## src/rtl/piezo_tone_decoder.sv

```systemverilog
// Receive-side tone classifier: measures square-wave half-periods and locks
// onto one of eight scale notes after CONFIRM consecutive matching halves.
module piezo_tone_decoder #(
  parameter int TOL     = 48,
  parameter int CONFIRM = 4,
  parameter int TIMEOUT = 8191,
  parameter int CNT_W   = 16
) (
  input  logic             clk,
  input  logic             rst,
  input  logic             tone_in,
  output logic             note_valid,
  output logic [2:0]       note_idx,
  output logic [7:0]       note_onehot,
  output logic             note_strobe,
  output logic [CNT_W-1:0] half_len
);

  localparam logic [1:0] S_IDLE = 2'd0;
  localparam logic [1:0] S_MEAS = 2'd1;
  localparam logic [1:0] S_CONF = 2'd2;
  localparam logic [1:0] S_LOCK = 2'd3;

  localparam logic [CNT_W-1:0] CNT_MAX = CNT_W'(TIMEOUT);
  localparam logic [3:0]       CONF_V  = 4'(CONFIRM);

  function automatic int nominal(input int k);
    case (k)
      0:       return 3822;
      1:       return 3405;
      2:       return 3034;
      3:       return 2863;
      4:       return 2551;
      5:       return 2273;
      6:       return 2025;
      default: return 1911;
    endcase
  endfunction

  logic             sync1_q, sync2_q, prev_q;
  logic             tone_edge;
  logic [CNT_W-1:0] cnt_q, cnt_d;
  logic [1:0]       state_q, state_d;
  logic [2:0]       cand_q, cand_d;
  logic [3:0]       mcnt_q, mcnt_d;
  logic [3:0]       mcnt_inc;
  logic             hit;
  logic [2:0]       hit_idx;
  logic             lock_d;
  logic             note_valid_q, note_valid_d;
  logic [2:0]       note_idx_q, note_idx_d;
  logic [7:0]       note_onehot_q, note_onehot_d;
  logic             note_strobe_q, note_strobe_d;
  logic [CNT_W-1:0] half_len_q, half_len_d;

  always_ff @(posedge clk or posedge rst) begin
    if (rst) begin
      sync1_q <= 1'b0;
      sync2_q <= 1'b0;
      prev_q  <= 1'b0;
    end else begin
      sync1_q <= tone_in;
      sync2_q <= sync1_q;
      prev_q  <= sync2_q;
    end
  end

  assign tone_edge = sync2_q ^ prev_q;

  // Counter value at an edge is the half-period; it restarts at 1 so that
  // a wave toggling every N cycles reads back exactly N.
  always_comb begin
    cnt_d = cnt_q;
    if (tone_edge)
      cnt_d = CNT_W'(1);
    else if (cnt_q < CNT_MAX)
      cnt_d = cnt_q + CNT_W'(1);
  end

  // A saturated counter never matches, even if TIMEOUT sits near a nominal.
  always_comb begin
    hit     = 1'b0;
    hit_idx = 3'd0;
    for (int k = 0; k < 8; k++) begin
      int diff;
      diff = int'(cnt_q) - nominal(k);
      if (diff < 0) diff = -diff;
      if (cnt_q != CNT_MAX && diff <= TOL) begin
        hit     = 1'b1;
        hit_idx = 3'(k);
      end
    end
  end

  assign mcnt_inc = mcnt_q + 4'd1;

  always_comb begin
    state_d = state_q;
    cand_d  = cand_q;
    mcnt_d  = mcnt_q;
    if (tone_edge) begin
      case (state_q)
        S_IDLE: state_d = S_MEAS;
        S_MEAS: begin
          if (hit) begin
            cand_d  = hit_idx;
            mcnt_d  = 4'd1;
            state_d = (CONF_V == 4'd1) ? S_LOCK : S_CONF;
          end
        end
        S_CONF: begin
          if (!hit) begin
            state_d = S_MEAS;
            mcnt_d  = 4'd0;
          end else if (hit_idx == cand_q) begin
            mcnt_d = mcnt_inc;
            if (mcnt_inc >= CONF_V) state_d = S_LOCK;
          end else begin
            cand_d = hit_idx;
            mcnt_d = 4'd1;
            if (CONF_V == 4'd1) state_d = S_LOCK;
          end
        end
        default: begin
          // A different note always costs the lock, even with CONFIRM==1.
          if (!hit) begin
            state_d = S_MEAS;
            mcnt_d  = 4'd0;
          end else if (hit_idx != cand_q) begin
            state_d = S_CONF;
            cand_d  = hit_idx;
            mcnt_d  = 4'd1;
          end
        end
      endcase
    end else if (cnt_q == CNT_MAX && state_q != S_IDLE) begin
      state_d = S_IDLE;
      cand_d  = 3'd0;
      mcnt_d  = 4'd0;
    end
  end

  always_comb begin
    lock_d        = (state_d == S_LOCK);
    note_valid_d  = lock_d;
    note_idx_d    = lock_d ? cand_d : 3'd0;
    note_onehot_d = lock_d ? (8'b1 << cand_d) : 8'h00;
    note_strobe_d = lock_d && (state_q != S_LOCK);
    half_len_d    = half_len_q;
    if (tone_edge && state_q != S_IDLE)
      half_len_d = cnt_q;
  end

  always_ff @(posedge clk or posedge rst) begin
    if (rst) begin
      cnt_q         <= '0;
      state_q       <= S_IDLE;
      cand_q        <= 3'd0;
      mcnt_q        <= 4'd0;
      note_valid_q  <= 1'b0;
      note_idx_q    <= 3'd0;
      note_onehot_q <= 8'h00;
      note_strobe_q <= 1'b0;
      half_len_q    <= '0;
    end else begin
      cnt_q         <= cnt_d;
      state_q       <= state_d;
      cand_q        <= cand_d;
      mcnt_q        <= mcnt_d;
      note_valid_q  <= note_valid_d;
      note_idx_q    <= note_idx_d;
      note_onehot_q <= note_onehot_d;
      note_strobe_q <= note_strobe_d;
      half_len_q    <= half_len_d;
    end
  end

  assign note_valid  = note_valid_q;
  assign note_idx    = note_idx_q;
  assign note_onehot = note_onehot_q;
  assign note_strobe = note_strobe_q;
  assign half_len    = half_len_q;

endmodule
```

## config.mk

```make
export PLATFORM = sky130hd
export DESIGN_NAME = piezo_tone_decoder
export DESIGN_NICKNAME = d
export VERILOG_FILES = /design/src/rtl/piezo_tone_decoder.sv
export SDC_FILE = /design/constraint.sdc
export NUM_CORES = 1
export LEC_CHECK = 0
export BUFFER_PORTS_ARGS = -buffer_cell sky130_fd_sc_hd__buf_2
export CORE_MARGIN = 2
export CORE_UTILIZATION = 60
export CTS_BUF_LIST = sky130_fd_sc_hd__clkbuf_8 sky130_fd_sc_hd__clkbuf_16
export DETAILED_ROUTE_END_ITERATION = 7
export PLACE_DENSITY_LB_ADDON = 0.05
export SYNTH_ARGS = -nofsm -noshare
export SYNTH_HDL_FRONTEND = slang
export SYNTH_SLANG_ARGS = --single-unit
```

## constraint.sdc

```tcl
create_clock -name clk -period 6.15 [get_ports clk]
set_input_delay 0.3075 -clock clk [delete_from_list [all_inputs] [get_ports clk]]
set_output_delay 0.3075 -clock clk [all_outputs]
set_load 0.1 [all_outputs]
```

==> impl_metrics.json <==
{
  "p_sw_mw": 0.653,
  "crit_chain": "ha_1, nand2_1, xnor2_1, nor4b_1, a311oi_1, nor2_1, o211ai_1, o31a_1, xnor2_1, o31ai_2, a31oi_4, nor3_2, nor4_1",
  "dp_hpwl_um": 21300,
  "die-area_um2": 14500,
  "synth_ff_type": "dfrtp_1",
  "rsz0062_at_grt": "false",
  "gp_congestion": 1.05,
  "cp_common_cell": "xnor2_1",
  "async_flop_share_pct": 100,
  "irDropWorstVdd_mv": 0.201,
  "crit_arrival_ns": 5.68,
  "synth-edff-count": 0,
  "antenna_cells": 0,
  "r2r_cells": 13,
  "yosys.area.top_type": "dfrtp_1",
  "crit_type": "flop to flop",
  "chipHeight_um": 121,
  "wl_per_cell_um": 23.3,
  "r2r_end": "note_onehot[4]",
  "worstPathMaxFanout": 19,
  "netlist_area_um2": 8150,
  "ios": 32,
  "cts-resized-gates": 0,
  "cts_setup_buffers": 0,
  "die_w_um": 121,
  "worstPathRequired_ns": 6.35,
  "routed_wl_um": 29500,
  "yosysTopAreaCellShare_pct": 17.5,
  "grt_max_degree": 58,
  "grt_pass1_vias": 8143,
  "drv_slew": 0,
  "cts_hold_buf": 0,
  "grt_pass1_wl_um": 46400,
  "syn_nets": 1124,
  "internal_power_mw": 0.932,
  "maxSlewHeadroom_pct": 29.2,
  "min_period_over_period_pct": 89.0,
  "core-area_um2": 13200,
  "critPathCaptureType": "flop",
  "synth_area_leaders": "dfrtp_1, xnor2_1, o21ai_0",
  "cp_slowest_cell": "ha_1",
  "drc_errors": 0,
  "p_seq_share_pct": 26.8,
  "swShare_pct": 41.2,
  "clock-root-buffer": "clkbuf_16",
  "tns_ns": 0,
  "max_stage_delay_ns": 0.78,
  "cts_tree": "built",
  "clkTransAtPathRegs_ns": 0.06,
  "regToRegSetupSlack_ns": 0.67,
  "dp_cells": 1250,
  "final-hold-violation-count": 0,
  "syn_to_final_growth_pct": 6.14,
  "r2r-start": "cnt_q[1]",
  "ys_types": 102,
  "drt_first_pass_iters": 7,
  "whs_endpoint": "sync1_q",
  "clock.fmax_mhz": 183,
  "cts_sinks": 57,
  "p_total_mw": 1.59,
  "final_common_cell": "nor2_1",
  "ys.warnings.count": 0,
  "avgSynthCellArea_um2": 7.39,
  "start_util_pct": 61.6,
  "setup_slack_ns": 0.674,
  "numCtsBuffers": 9,
  "rows": 42,
  "drtIter0Drc": 1429,
  "insertion_delay_ns": 0.34,
  "crit_path_start_kind": "flop",
  "place_ws_ns": 0.978,
  "share_comb_of_total_power_pct": 39.0,
  "drv_cap": 0,
  "grtUsageTotal_pct": 41.0,
  "mostFrequentLayoutCells": "nor2_1, o21ai_0, xnor2_1",
  "synth-seq-area-share_pct": 17.5,
  "tightestPinTransition_ns": 1.06,
  "status": "finished clean",
  "whs_path_depth": 1,
  "setup_viol": 0,
  "power_density_nw_per_um2": 183,
  "fin_nets": 1106,
  "p_clk_share_pct": 34.2,
  "cts.path.max_buffers": 2,
  "min_period_ns": 5.48,
  "p_leak_nw": 3.26,
  "skew_ns": 0.0106,
  "dr_total_vias": 9050,
  "final_cell_count_no_fill": 1266,
  "syn_inst": 1103,
  "worstHoldPathType": "primary input to flop",
  "drive_gt1_share_pct": 13.0,
  "ys_ff_latch": 57,
  "vias_per_cell": 7.15,
  "ant_nets": 0,
  "grt_remaining_overflow": 0,
  "hold_path.startpoint": "tone_in",
  "antenna_found_initial": 0,
  "h-tree-depth": 3,
  "port_buffers": 31
}
==> power groups by stage <==
stage	Combinational [mW]	Clock, mW	Sequential, mW
floorplan	0.431	0	0.470
global route	0.665	0.568	0.427
detailed placement	0.594	0	0.429
global placement	0.596	0	0.428
CTS	0.598	0.552	0.423
finish	0.619	0.543	0.424
==> how the worst max path moves through the flow <==
stage / depth (start not counted) / start / end / slack (ns)
after global routing: 13 / cnt_q[1] / note_onehot[4] / 0.36
after CTS: 13 / cnt_q[1] / note_onehot[2] / 0.93
after global placement: 14 / cnt_q[1] / note_onehot[4] / 1.04
after floorplan: 21 / cnt_q[2] / note_onehot[4] / 1.33
final: 13 / cnt_q[1] / note_onehot[4] / 0.67
after detailed placement: 13 / cnt_q[1] / note_onehot[4] / 0.98
==> cell families (layout without fill, tap and decap cells) <==
kind of cell             after synthesis  in the layout  synth area share, %
XOR/XNOR                             105            105                 11.9
AO/OA/AOI/OAI                        347            347                 29.2
adder cells (fa/ha/maj)               18             18                 2.76
AND/OR/NAND/NOR                      436            436                 29.1
buffers and inverters                117            104                 6.62
flip-flops                            57             57                 17.5
multiplexers                          23             23                 2.95
==> metrics by stage <==
step | instance area (um^2) | util [%] | hold slack [ns]
CTS | 8650 | 65.3 | 0.0664
detailed placement | 8330 | 62.9 | 0.338
floorplan | 8150 | - | 0.331
finish | 8650 | 65.3 | 0.0700
global placement | 8330 | 62.9 | 0.351
global route | 8650 | 65.3 | 0.0644
==> synth_stat cells (13+ instances only) <==
cell type	number
nor2_1	109
a31oi_1	22
nor2b_1	16
ha_1	18
mux2i_1	15
a21oi_1	63
inv_1	23
xor2_1	19
nand4_1	20
a211oi_1	22
nor3_1	41
a21o_1	13
buf_2	38
o21ai_0	83
o211ai_1	18
dfrtp_1	57
and3_1	14
nand3_1	34
nand2_1	77
or3_1	14
nand2b_1	19
nor4_1	20
clkbuf_1	29
xnor2_1	81
==> registers in the layout, indices dropped and copies added, names as in the netlist <==
register and cells:
prev_q 1, cnt_q 16, sync2_q 1, note_strobe 1, state_q 2, mcnt_q 4
cand_q 3, note_onehot 8, half_len 16, sync1_q 1, note_idx 3, note_valid 1
==> final cells by class <==
class / instances / area [um^2]
inverters: 28 / 105
flip-flops and latches: 57 / 1430
clock inverters: 7 / 93.8
multi-input cells: 929 / 6190
clock buffers: 9 / 225
fillers: 1190 / 4590
well taps: 176 / 220
repair buffers: 60 / 385
==> routing by layer <==
layer	GRT usage [%]	routed length [um]
met2	58.6	12300
met5	0	0
met1	58.5	12200
met3	10.2	3530
met4	17.3	1410
==> critical path: cells and delay by family (launching register included) <==
family	cells	cell delay [ns]
flip-flops	1	0.67
adder cells (fa/ha/maj)	1	0.78
XOR/XNOR	2	0.63
AND/OR/NAND/NOR	5	1.98
AO/OA/AOI/OAI	5	1.27
Power figures use the tool's default switching activity.
